**src/rtl/scanner_pkg.sv**
```systemverilog
// Shared widths, ZBT word layout and writer state encoding for the point-cloud writer.
// A ZBT data word is {5'b0, valid, x, y, z}; the all-zero word terminates a scan.
package scanner_pkg;

    localparam int POINT_W    = 10;
    localparam int ZBT_ADDR_W = 19;
    localparam int ZBT_DATA_W = 36;
    localparam int PT_W       = 3 * POINT_W;

    localparam int Z_LSB     = 0;
    localparam int Y_LSB     = 10;
    localparam int X_LSB     = 20;
    localparam int VALID_LSB = 30;

    localparam logic [ZBT_DATA_W-1:0] TERMINATOR_WORD = '0;

    typedef enum logic [1:0] {
        ST_IDLE,
        ST_CAPTURE,
        ST_FLUSH,
        ST_TERM
    } writer_state_e;

    // pt is the FIFO entry {x, y, z}, which already sits at the word's low 30 bits
    function automatic logic [ZBT_DATA_W-1:0] pack_point(input logic [PT_W-1:0] pt);
        logic [ZBT_DATA_W-1:0] w;
        w                  = '0;
        w[VALID_LSB]       = 1'b1;
        w[VALID_LSB-1:0]   = pt;
        return w;
    endfunction

endpackage

```
**src/rtl/point_fifo.sv**
```systemverilog
// Synchronous point FIFO with clear; pointers carry an extra wrap bit so full and
// empty are distinguished without a separate occupancy counter.
module point_fifo
    import scanner_pkg::*;
#(
    parameter int DEPTH = 16
) (
    input  logic            clk,
    input  logic            reset_n,
    input  logic            clear,
    input  logic            push,
    input  logic            pop,
    input  logic [PT_W-1:0] wr_data,
    output logic [PT_W-1:0] rd_data,
    output logic            full,
    output logic            empty
);

    localparam int AW = $clog2(DEPTH);
    localparam logic [AW:0] PTR_INC = 'd1;

    logic [PT_W-1:0] mem_q [DEPTH];
    logic [AW:0]     wr_ptr_q, wr_ptr_d;
    logic [AW:0]     rd_ptr_q, rd_ptr_d;
    logic            push_ok, pop_ok;

    assign empty   = (wr_ptr_q == rd_ptr_q);
    assign full    = (wr_ptr_q[AW] != rd_ptr_q[AW]) &&
                     (wr_ptr_q[AW-1:0] == rd_ptr_q[AW-1:0]);
    assign rd_data = mem_q[rd_ptr_q[AW-1:0]];

    always_comb begin
        pop_ok   = pop && !empty;
        // a push into a full FIFO is fine when the same cycle frees a slot
        push_ok  = push && (!full || pop_ok);
        wr_ptr_d = wr_ptr_q;
        rd_ptr_d = rd_ptr_q;
        if (clear) begin
            wr_ptr_d = '0;
            rd_ptr_d = '0;
        end else begin
            if (push_ok) wr_ptr_d = wr_ptr_q + PTR_INC;
            if (pop_ok)  rd_ptr_d = rd_ptr_q + PTR_INC;
        end
    end

    always_ff @(posedge clk or negedge reset_n) begin
        if (!reset_n) begin
            wr_ptr_q <= '0;
            rd_ptr_q <= '0;
        end else begin
            wr_ptr_q <= wr_ptr_d;
            rd_ptr_q <= rd_ptr_d;
        end
    end

    // NOTE: storage has no reset; the pointers alone define which entries are valid,
    // and leaving the array unreset lets it map onto plain RAM/register files.
    always_ff @(posedge clk) begin
        if (push_ok && !clear) mem_q[wr_ptr_q[AW-1:0]] <= wr_data;
    end

endmodule

```
**src/rtl/point_cloud_writer.sv**
```systemverilog
// Buffers scan points and writes them to ZBT0 in arbiter-granted slots at sequential
// addresses from 0, then appends a terminator word when the scan is done.
module point_cloud_writer
    import scanner_pkg::*;
#(
    parameter logic [ZBT_ADDR_W-1:0] MAX_POINTS = 19'd524287,
    parameter int                    FIFO_DEPTH = 16
) (
    input  logic                  clk,
    input  logic                  reset_n,
    input  logic                  scan_start,
    input  logic                  scan_done,
    input  logic                  pt_valid,
    output logic                  pt_ready,
    input  logic [POINT_W-1:0]    pt_x,
    input  logic [POINT_W-1:0]    pt_y,
    input  logic [POINT_W-1:0]    pt_z,
    input  logic                  zbt_write_slot,
    output logic                  zbt0_we,
    output logic [ZBT_ADDR_W-1:0] zbt0_write_addr,
    output logic [ZBT_DATA_W-1:0] zbt0_write_data,
    output logic [ZBT_ADDR_W-1:0] point_count,
    output logic                  overflow,
    output logic                  busy,
    output logic                  scan_complete
);

    localparam logic [ZBT_ADDR_W-1:0] ADDR_INC = 'd1;

    writer_state_e         state_q, state_d;
    logic                  we_q, we_d;
    logic [ZBT_ADDR_W-1:0] addr_q, addr_d;
    logic [ZBT_DATA_W-1:0] data_q, data_d;
    logic [ZBT_ADDR_W-1:0] wr_addr_q, wr_addr_d;
    logic [ZBT_ADDR_W-1:0] accepted_q, accepted_d;
    logic                  overflow_q, overflow_d;
    logic                  busy_q, busy_d;
    logic                  scan_complete_q, scan_complete_d;

    logic                  xfer, hit, at_capacity;
    logic                  fifo_push, fifo_pop, fifo_clear;
    logic                  fifo_full, fifo_empty;
    logic [PT_W-1:0]       fifo_rd_data;

    point_fifo #(.DEPTH(FIFO_DEPTH)) u_fifo (
        .clk     (clk),
        .reset_n (reset_n),
        .clear   (fifo_clear),
        .push    (fifo_push),
        .pop     (fifo_pop),
        .wr_data ({pt_x, pt_y, pt_z}),
        .rd_data (fifo_rd_data),
        .full    (fifo_full),
        .empty   (fifo_empty)
    );

    assign pt_ready    = (state_q == ST_CAPTURE) && !fifo_full;
    assign xfer        = pt_valid && pt_ready;
    assign hit         = (pt_z != '0);
    // Capacity is reserved at accept time so the FIFO never holds a point that cannot be written
    assign at_capacity = (accepted_q == MAX_POINTS);

    // NOTE: next-state logic is purely combinational with a default for every output
    // first, so no path can leave a signal unassigned and infer a latch.
    always_comb begin
        state_d         = state_q;
        we_d            = 1'b0;
        addr_d          = addr_q;
        data_d          = data_q;
        wr_addr_d       = wr_addr_q;
        accepted_d      = accepted_q;
        overflow_d      = overflow_q;
        scan_complete_d = 1'b0;
        fifo_clear      = 1'b0;
        fifo_pop        = 1'b0;
        fifo_push       = xfer && hit && !at_capacity;

        if (fifo_push)                   accepted_d = accepted_q + ADDR_INC;
        if (xfer && hit && at_capacity)  overflow_d = 1'b1;

        if (scan_start) begin
            // a write already registered still appears on the bus; nothing new is popped
            state_d    = ST_CAPTURE;
            fifo_clear = 1'b1;
            wr_addr_d  = '0;
            accepted_d = '0;
            overflow_d = 1'b0;
        end else begin
            case (state_q)
                ST_CAPTURE, ST_FLUSH: begin
                    if (zbt_write_slot && !fifo_empty) begin
                        fifo_pop  = 1'b1;
                        we_d      = 1'b1;
                        addr_d    = wr_addr_q;
                        data_d    = pack_point(fifo_rd_data);
                        wr_addr_d = wr_addr_q + ADDR_INC;
                    end
                    if (state_q == ST_CAPTURE && scan_done) state_d = ST_FLUSH;
                    if (state_q == ST_FLUSH && fifo_empty && !we_q) state_d = ST_TERM;
                end
                ST_TERM: begin
                    if (zbt_write_slot) begin
                        we_d            = 1'b1;
                        addr_d          = wr_addr_q;
                        data_d          = TERMINATOR_WORD;
                        scan_complete_d = 1'b1;
                        state_d         = ST_IDLE;
                    end
                end
                default: ;
            endcase
        end
        busy_d = (state_d != ST_IDLE);
    end

    // NOTE: all state updates use non-blocking assignments so every flop samples
    // the pre-edge values regardless of statement order.
    always_ff @(posedge clk or negedge reset_n) begin
        if (!reset_n) begin
            state_q         <= ST_IDLE;
            we_q            <= 1'b0;
            addr_q          <= '0;
            data_q          <= '0;
            wr_addr_q       <= '0;
            accepted_q      <= '0;
            overflow_q      <= 1'b0;
            busy_q          <= 1'b0;
            scan_complete_q <= 1'b0;
        end else begin
            state_q         <= state_d;
            we_q            <= we_d;
            addr_q          <= addr_d;
            data_q          <= data_d;
            wr_addr_q       <= wr_addr_d;
            accepted_q      <= accepted_d;
            overflow_q      <= overflow_d;
            busy_q          <= busy_d;
            scan_complete_q <= scan_complete_d;
        end
    end

    assign zbt0_we         = we_q;
    assign zbt0_write_addr = addr_q;
    assign zbt0_write_data = data_q;
    assign point_count     = wr_addr_q;
    assign overflow        = overflow_q;
    assign busy            = busy_q;
    assign scan_complete   = scan_complete_q;

endmodule
```
**config.mk**
```make
export PLATFORM = sky130hd
export DESIGN_NAME = point_cloud_writer
export DESIGN_NICKNAME = d
export VERILOG_FILES = /design/src/rtl/scanner_pkg.sv /design/src/rtl/point_fifo.sv /design/src/rtl/point_cloud_writer.sv
export SDC_FILE = /design/constraint.sdc
export NUM_CORES = 1
export LEC_CHECK = 0
export BUFFER_PORTS_ARGS = -buffer_cell sky130_fd_sc_hd__buf_2
export CAP_MARGIN = 20
export CORE_MARGIN = 3
export CORE_UTILIZATION = 59
export DETAILED_ROUTE_END_ITERATION = 10
export HOLD_SLACK_MARGIN = 0.03
export PLACE_DENSITY = 0.81
export SYNTH_ARGS = -nofsm -noshare
export SYNTH_HDL_FRONTEND = slang
export SYNTH_HIERARCHICAL = 1
export SYNTH_SLANG_ARGS = --single-unit
```
**constraint.sdc**
```tcl
create_clock -name clk -period 6.5 [get_ports clk]
set_input_delay 0.325 -clock clk [delete_from_list [all_inputs] [get_ports clk]]
set_output_delay 0.325 -clock clk [all_outputs]
set_load 0.01 [all_outputs]
```
* Word-level counts from Yosys, hierarchy flattened
Memories as Yosys holds them, arrays and structs flattened.
Index checks and enable logic that the tools add are counted.
** Word-level totals
- Input bits :: 36
- Bits in writable memories :: 480
- Memories :: 1
- Memory bits (read-only) :: 0
- Bits in latches :: 0
- Flip-flop bits (word level) :: 109
** Cells by class
- Reduce and logical (&&, ||, !) cells :: 31
- Equality and inequality tests :: 9
- Magnitude comparators :: 0
- Shift operators :: 0
- $mul :: 0
- Divide/modulo/power cells :: 0
- Add/subtract/negate cells :: 4
- Muxes and demuxes :: 33
- Bitwise logic cells :: 1
** Memory list
- u_fifo.mem_q :: words 16, bits a word 30, rd ports 1, clocked after Yosys merged registers in 0, wr ports 1, line point_fifo.sv:22 : logic [PT_W-1:0] mem_q [DEPTH];
** Operator list (number)
- two-way mux 19 bit :: 7
- two-way mux 36 bit :: 2
- case mux 36 bit (2 select lines) :: 1
- adder 19 x 1 -> 19 bit (second input constant) :: 2
- case mux 19 bit (2 select lines) :: 1
- two-way mux 5 bit :: 4
- == test 19 bit (second input constant) :: 1
- nonzero test 2 bit :: 8
- logical AND 1 bit :: 13
- two-way mux 1 bit :: 12
- adder 5 x 1 -> 5 bit (second input constant) :: 2
- nonzero test 10 bit :: 1
- two-way mux 2 bit :: 4
- == test 5 bit :: 1
- zero test 1 bit :: 5
- == test 2 bit (second input constant) :: 2
- == test 4 bit :: 1
- inequality test 2 bit (second input constant) :: 2
- case mux 2 bit (2 select lines) :: 1
- AND reduction 4 bit :: 1
- == test 2 x 1 -> 1 bit (second input constant) :: 1
- case mux 1 bit (2 select lines) :: 1
- AND reduction 2 bit :: 1
- OR reduction 2 bit :: 1
- 3 further kinds :: 3

* Depth between registers and ports, before layout
- Word-level depth :: 12
- Depth in mapped cells :: 12
- Depth with buffers taken out :: 11

* Modules after synthesis
The synthesis kept the hierarchy.
** Modules (own cells, without submodules)
- point_fifo :: cells each 854, area each 18958.2 um^2, seq. area each 14664.1 um^2, times used 1
- point_cloud_writer :: cells each 366, area each 4217.8 um^2, seq. area each 2352.3 um^2, times used 1

* Worst setup path after synthesis
Ideal clock, no wire load.
- Kind :: flip-flop to flip-flop
- Start point :: register u_fifo.rd_ptr_q[0]
- End point :: memory u_fifo/mem_q[0][0] in the netlist's numbering, enable pin
- Setup slack :: 1846 ps
- Stages on the path, launching flop included :: 13
- Data arrival time :: 4199 ps
- Library setup time :: 455 ps
- Clock period less this slack :: 4654 ps
- Path buffers :: 1
- Cell sequence :: dfrtp_1 -> buf_2 -> xor2_1 -> nor4_4 -> nor2b_1 -> nand3b_1 -> a31oi_4 -> o21ai_4 -> inv_1 -> nand2b_1 -> a21oi_1 -> nand2_1 -> nor3_1
** On the way
- Elaborated cells between the ends (all ways) :: 19
** RTL lines
- start: declaration :: line point_fifo.sv:24 : logic [AW:0] rd_ptr_q, rd_ptr_d;
- start signal: assignment :: line point_fifo.sv:53 : rd_ptr_q <= rd_ptr_d;
- == test 4 bit :: line point_fifo.sv:29 : (wr_ptr_q[AW-1:0] == rd_ptr_q[AW-1:0]);
- logical AND 1 bit :: line point_fifo.sv:28 : assign full = (wr_ptr_q[AW] != rd_ptr_q[AW]) &&
- via fifo_full :: line point_cloud_writer.sv:42 : logic fifo_full, fifo_empty;
- zero test 1 bit :: line point_cloud_writer.sv:57 : assign pt_ready = (state_q == ST_CAPTURE) && !fifo_full;
- logical AND 1 bit :: line point_cloud_writer.sv:57
- logical AND 1 bit :: line point_cloud_writer.sv:58 : assign xfer = pt_valid && pt_ready;
- logical AND 1 bit (2 in series) :: line point_cloud_writer.sv:76 : fifo_push = xfer && hit && !at_capacity;
- via fifo_push :: line point_cloud_writer.sv:41 : logic fifo_push, fifo_pop, fifo_clear;
- logical AND 1 bit :: line point_fifo.sv:35 : push_ok = push && (!full || pop_ok);
- logical AND 1 bit :: line point_fifo.sv:60 : if (push_ok && !clear) mem_q[wr_ptr_q[AW-1:0]] <= wr_data;
- two-way mux 1 bit :: line point_fifo.sv:60
- two-way mux 1 bit (implied by the code) :: line point_fifo.sv:60
- end: declaration :: line point_fifo.sv:22
The timed path passes the listed nets, and every way through them passes these cells.

* Worst setup path after layout
- Start point :: register u_fifo.rd_ptr_q[2]
- End point :: memory u_fifo/mem_q[1][17] in the netlist's numbering, enable pin
** On the way
- Longest elaborated chain between the ends :: 12
- Elaborated cells between the ends (all ways) :: 19
** RTL lines
- == test 5 bit :: line point_fifo.sv:27 : assign empty = (wr_ptr_q == rd_ptr_q);
- via fifo_empty :: line point_cloud_writer.sv:42
- zero test 1 bit :: line point_cloud_writer.sv:91 : if (zbt_write_slot && !fifo_empty) begin
- logical AND 1 bit :: line point_cloud_writer.sv:91
- two-way mux 1 bit :: line point_cloud_writer.sv:91
- two-way mux 1 bit :: line point_cloud_writer.sv:89 : case (state_q)
- two-way mux 1 bit :: line point_cloud_writer.sv:81 : if (scan_start) begin
- via fifo_pop :: line point_cloud_writer.sv:41
- logical AND 1 bit :: line point_fifo.sv:33 : pop_ok = pop && !empty;
- logical OR 1 bit :: line point_fifo.sv:35
- logical AND 1 bit :: line point_fifo.sv:35
- logical AND 1 bit :: line point_fifo.sv:60
- two-way mux 1 bit :: line point_fifo.sv:60
- two-way mux 1 bit (implied by the code) :: line point_fifo.sv:60
The timed path passes the listed nets, and every way through them passes these cells.

==> results.md <==
* WL per Instance at 26.17 um
* Tcrit/Tclk final at 66.91%
* Fin crit period at 4349 ps
* TritonRoute pass-1 iters at 5
* XOR/XNOR Fraction of Synth Area at 1.247%
* DR vias at 11,970
* Syn Area/Cell at 19.00 sq um
* Compound-Gate Fraction of Synth Area at 4.351%
* Slowest stage delay, CP at 900 ps
* Top cells by area, synth: edfxtp_1, mux4_2, dfrtp_1
* Worst Hold Path EP: u_fifo/mem_q[11][24]
* Longest Clk Path Bufs at 3
* Sum Neg Setup Slack at 0 ps
* Main combinational cell family by area after synthesis: multiplexers
* I/O Buffers at 109
* Ys async rst share at 17.81%
* Placer Congestion at 0.7745
* Worst EP arrival at 4600 ps
* Final instance area at 26,410 sq um
* Die height at 204.2 um
* Die ar. at 41,700 sq um
* Worst setup margin at 2151 ps
* Layout cell share with drive strength beyond 1 at 28.81%
* Final Routed Wirelength at 49,800 um
* Clk root buf: clkbuf_16
* Fin Clk Skew at 26.68 ps
* Dominant synthesized flop cell: edfxtp_1
* Result of the run: complete, no violations
* R2r worst-path depth at 10
* Die W at 204.2 um
* # diodes at 0
* Initial Util at 60.67%
* Worst-path fanout max at 41
* Mapped Cells at 1,220
* Cell Pwr Density at 318.5 nW/um^2
* H-tree depth at 2
* RSZ-0062 raised after global routing: no
* Share of the synthesized area in the top cell type at 62.19%
* DR iter-0 viols at 1,030
* Min-Delay Path Class: in -> reg
* CTS Hold Bufs at 1
* Pleak at 9.016 nW
* Worst r2r src: u_fifo/rd_ptr_q[2]
* Vias in the first global route at 12,120
* Register area share after synthesis at 73.42%
* Least-Margin Pin Slew at 1085 ps
* Clk Latency, worst-skew pair at 620 ps
* Nets@finish at 1,397
* WP buf/inv at 1
* Crit-path most repeated cell: nor2_1
* Slowest cell on the critical path: dfrtp_4
* Post-route ant nets at 0
* Synthesis-to-layout area growth at 13.94%
* Crit path cell chain: xor2_1 > nor4_4 > and2_1 > nand3b_1 > nor2_1 > nor2_1 > a21oi_1 > nand2_1 > nor3_2 > buf_4
* Yosys top cell by area: edfxtp_1
* Adder-cell share of the synthesized area at 0.5939%
* Postcts setup bufs at 0
* FF+latch count, synth at 584
* Utilization after layout at 69.13%
* Hold path startpoint: pt_x[4]
* Relative slew slack at 27.70%
* Worst-path clk slew at 70 ps
* Mux share of post-synthesis cell area at 14.11%
* Max_cap viols at 0
* R2r setup slk at 2150 ps
* I/O Pins at 115
* Post-cts sizing count at 0
* Max Transition Viols Final at 0
* Remaining DRCs at 0
* Gr usage total at 23.25%
* Worst VDD drop at 352.6 uV
* Crit path launch type: flip-flop
* Max Clk Rate at 0.2299 GHz
* Initial antenna violation count at 0
* Synth Area in Simple Gates at 4.551%
* CORE AREA at 38,200 sq um
* Post-DP Area at 24,260 sq um
* Largest net degree at the start of global routing at 96
* Final hold viol count at 0
* First-pass GRT wire length at 72,830 um
* TritonCTS buffer count at 56
* Final setup viols at 0
* Grt ovf at 0
* Distinct cells, synth at 61
* CTS tree: built
* Via/cell ratio at 6.291
* CP top delay family: simple AND/OR/NAND/NOR gates
* Clk sinks at 584
* Reg2reg end: u_fifo/mem_q[1][17]
* Min-Delay Path Depth at 1
* EDFF count, synth at 480
* Post-DP HPWL at 25,500 um
* Critical Path End Type: flip-flop
* Synth Cell Area at 23,180 sq um
* Data required, critical path at 6750 ps
* Pre-CTS setup slack at 2056 ps
* Synth Warn # at 6
* Critical path type: reg -> reg
* # rows at 71
## final cells by class
class / count / area (sq um)
clock buffers: 70 / 1484
clock inverters: 30 / 306.5
fillers: 2318 / 11790
inverters: 12 / 45.04
multi-input cells: 560 / 5893
flip-flops and latches: 584 / 17030
well taps: 511 / 639.4
repair buffers: 136 / 1010
## layout by cell type, fill, tap and decap left out, types with 9 or more instances in the layout
cell,n
xnor2_1,12
buf_2,108
mux2_2,20
mux4_2,120
nand3_1,13
nand2_1,29
mux2i_1,33
nor2b_1,37
clkbuf_16,56
a21oi_1,47
xor2_1,21
ha_1,11
o21ai_0,9
nor2_1,48
nor2_4,13
edfxtp_1,480
clkbuf_1,11
buf_16,12
a211oi_1,30
dfrtp_1,100
inv_1,12
buf_4,13
a22o_1,30
clkinv_2,11
## worst max-delay path by stage
stage,end,depth (start not counted),from,slack (ps)
floorplan,u_fifo/mem_q[0][0],12,u_fifo/rd_ptr_q[0],1850
global placement,u_fifo/mem_q[9][11],9,u_fifo/rd_ptr_q[2],2240
detailed placement,u_fifo/mem_q[10][11],9,u_fifo/rd_ptr_q[2],2060
CTS,u_fifo/mem_q[10][26],9,u_fifo/rd_ptr_q[2],2020
global route,u_fifo/mem_q[1][3],10,u_fifo/rd_ptr_q[0],1900
finish,u_fifo/mem_q[1][17],10,u_fifo/rd_ptr_q[2],2150
## logic make-up (layout without fill, tap and decap cells)
family                   count (synthesis)  after routing
flip-flops                             584            584
other                                    1              5
adder cells (fa/ha/maj)                 11             11
multiplexers                           174            174
AO/OA/AOI/OAI                          142            142
AND/OR/NAND/NOR                        195            195
buffers and inverters                   80            248
XOR/XNOR                                33             33
## worst register-to-register path, delay by kind of cell (launching register included)
kind / cells / cell delay, ps
AOI/OAI and AO/OA: 1 / 430
xor gates and xnor gates: 1 / 300
buffers and inverters: 1 / 530
DFF: 1 / 900
and+or+nand+nor: 7 / 1820
## per-stage QoR
| step | power [mW] | hold slack (ps) | cells |
|---|---|---|---|
| 6_report | 8.411 | 88.70 | 1903 |
| 3_5_place_dp | 5.294 | 465.4 | 1789 |
| 2_1_floorplan | 4.955 | 29.41 | 1224 |
| 5_1_grt | 8.708 | 76.89 | 1903 |
| 3_3_place_gp | 5.263 | 460.4 | 1789 |
| 4_1_cts | 8.448 | 64.66 | 1890 |
## where the power goes
part | internal (mW) | leakage (nW) | switching, mW
sequential | 4.23 | 5.73 | 0.105
combinational | 0.388 | 2.42 | 0.513
clock | 1.79 | 0.863 | 1.39
## state kept, by name, summed over array words and instances (netlist names)
register / count
zbt0_we: 1
zbt0_write_data: 31
accepted_q: 19
u_fifo/wr_ptr_q: 5
state_q: 2
u_fifo/rd_ptr_q: 5
overflow: 1
scan_complete: 1
busy: 1
u_fifo/mem_q: 480
point_count: 19
zbt0_write_addr: 19
## synthesized netlist by cell type (2+ instances only)
cell type and instances:
a22o_1 30, edfxtp_1 480, xor2_1 21, nand2b_1 5, mux2_2 20, nand2_1 29
buf_4 13, a21o_1 4, nor2b_1 37, nor4_1 2, o211ai_1 3, a21oi_1 47
and4_1 2, and3_1 6, clkbuf_1 33, or3_1 5, or3_2 3, nand3_1 13
buf_6 4, o31ai_1 2, buf_2 14, mux4_2 120, xnor2_1 12, nor3_2 2
buf_1 4, nor2_1 60, mux2i_1 33, a211oi_1 30, or4_4 2, a21oi_2 2
dfrtp_1 104, inv_1 12, nor3_1 7, nand4_1 7, o21ai_0 9, nand3b_1 2
and2_1 5, o21ai_1 3, ha_1 11
## per-layer routing
layer	share of wire, %	vias up	routed length, um	track usage [%]
met5	0	-	0	0
met4	3.0	0	1504	8.380
met3	6.8	104	3379	3.759
met2	51	500	25400	38.57
met1	39	6244	19520	31.89
li1	-	5124	-	-
(Power assumes the default switching activity.)
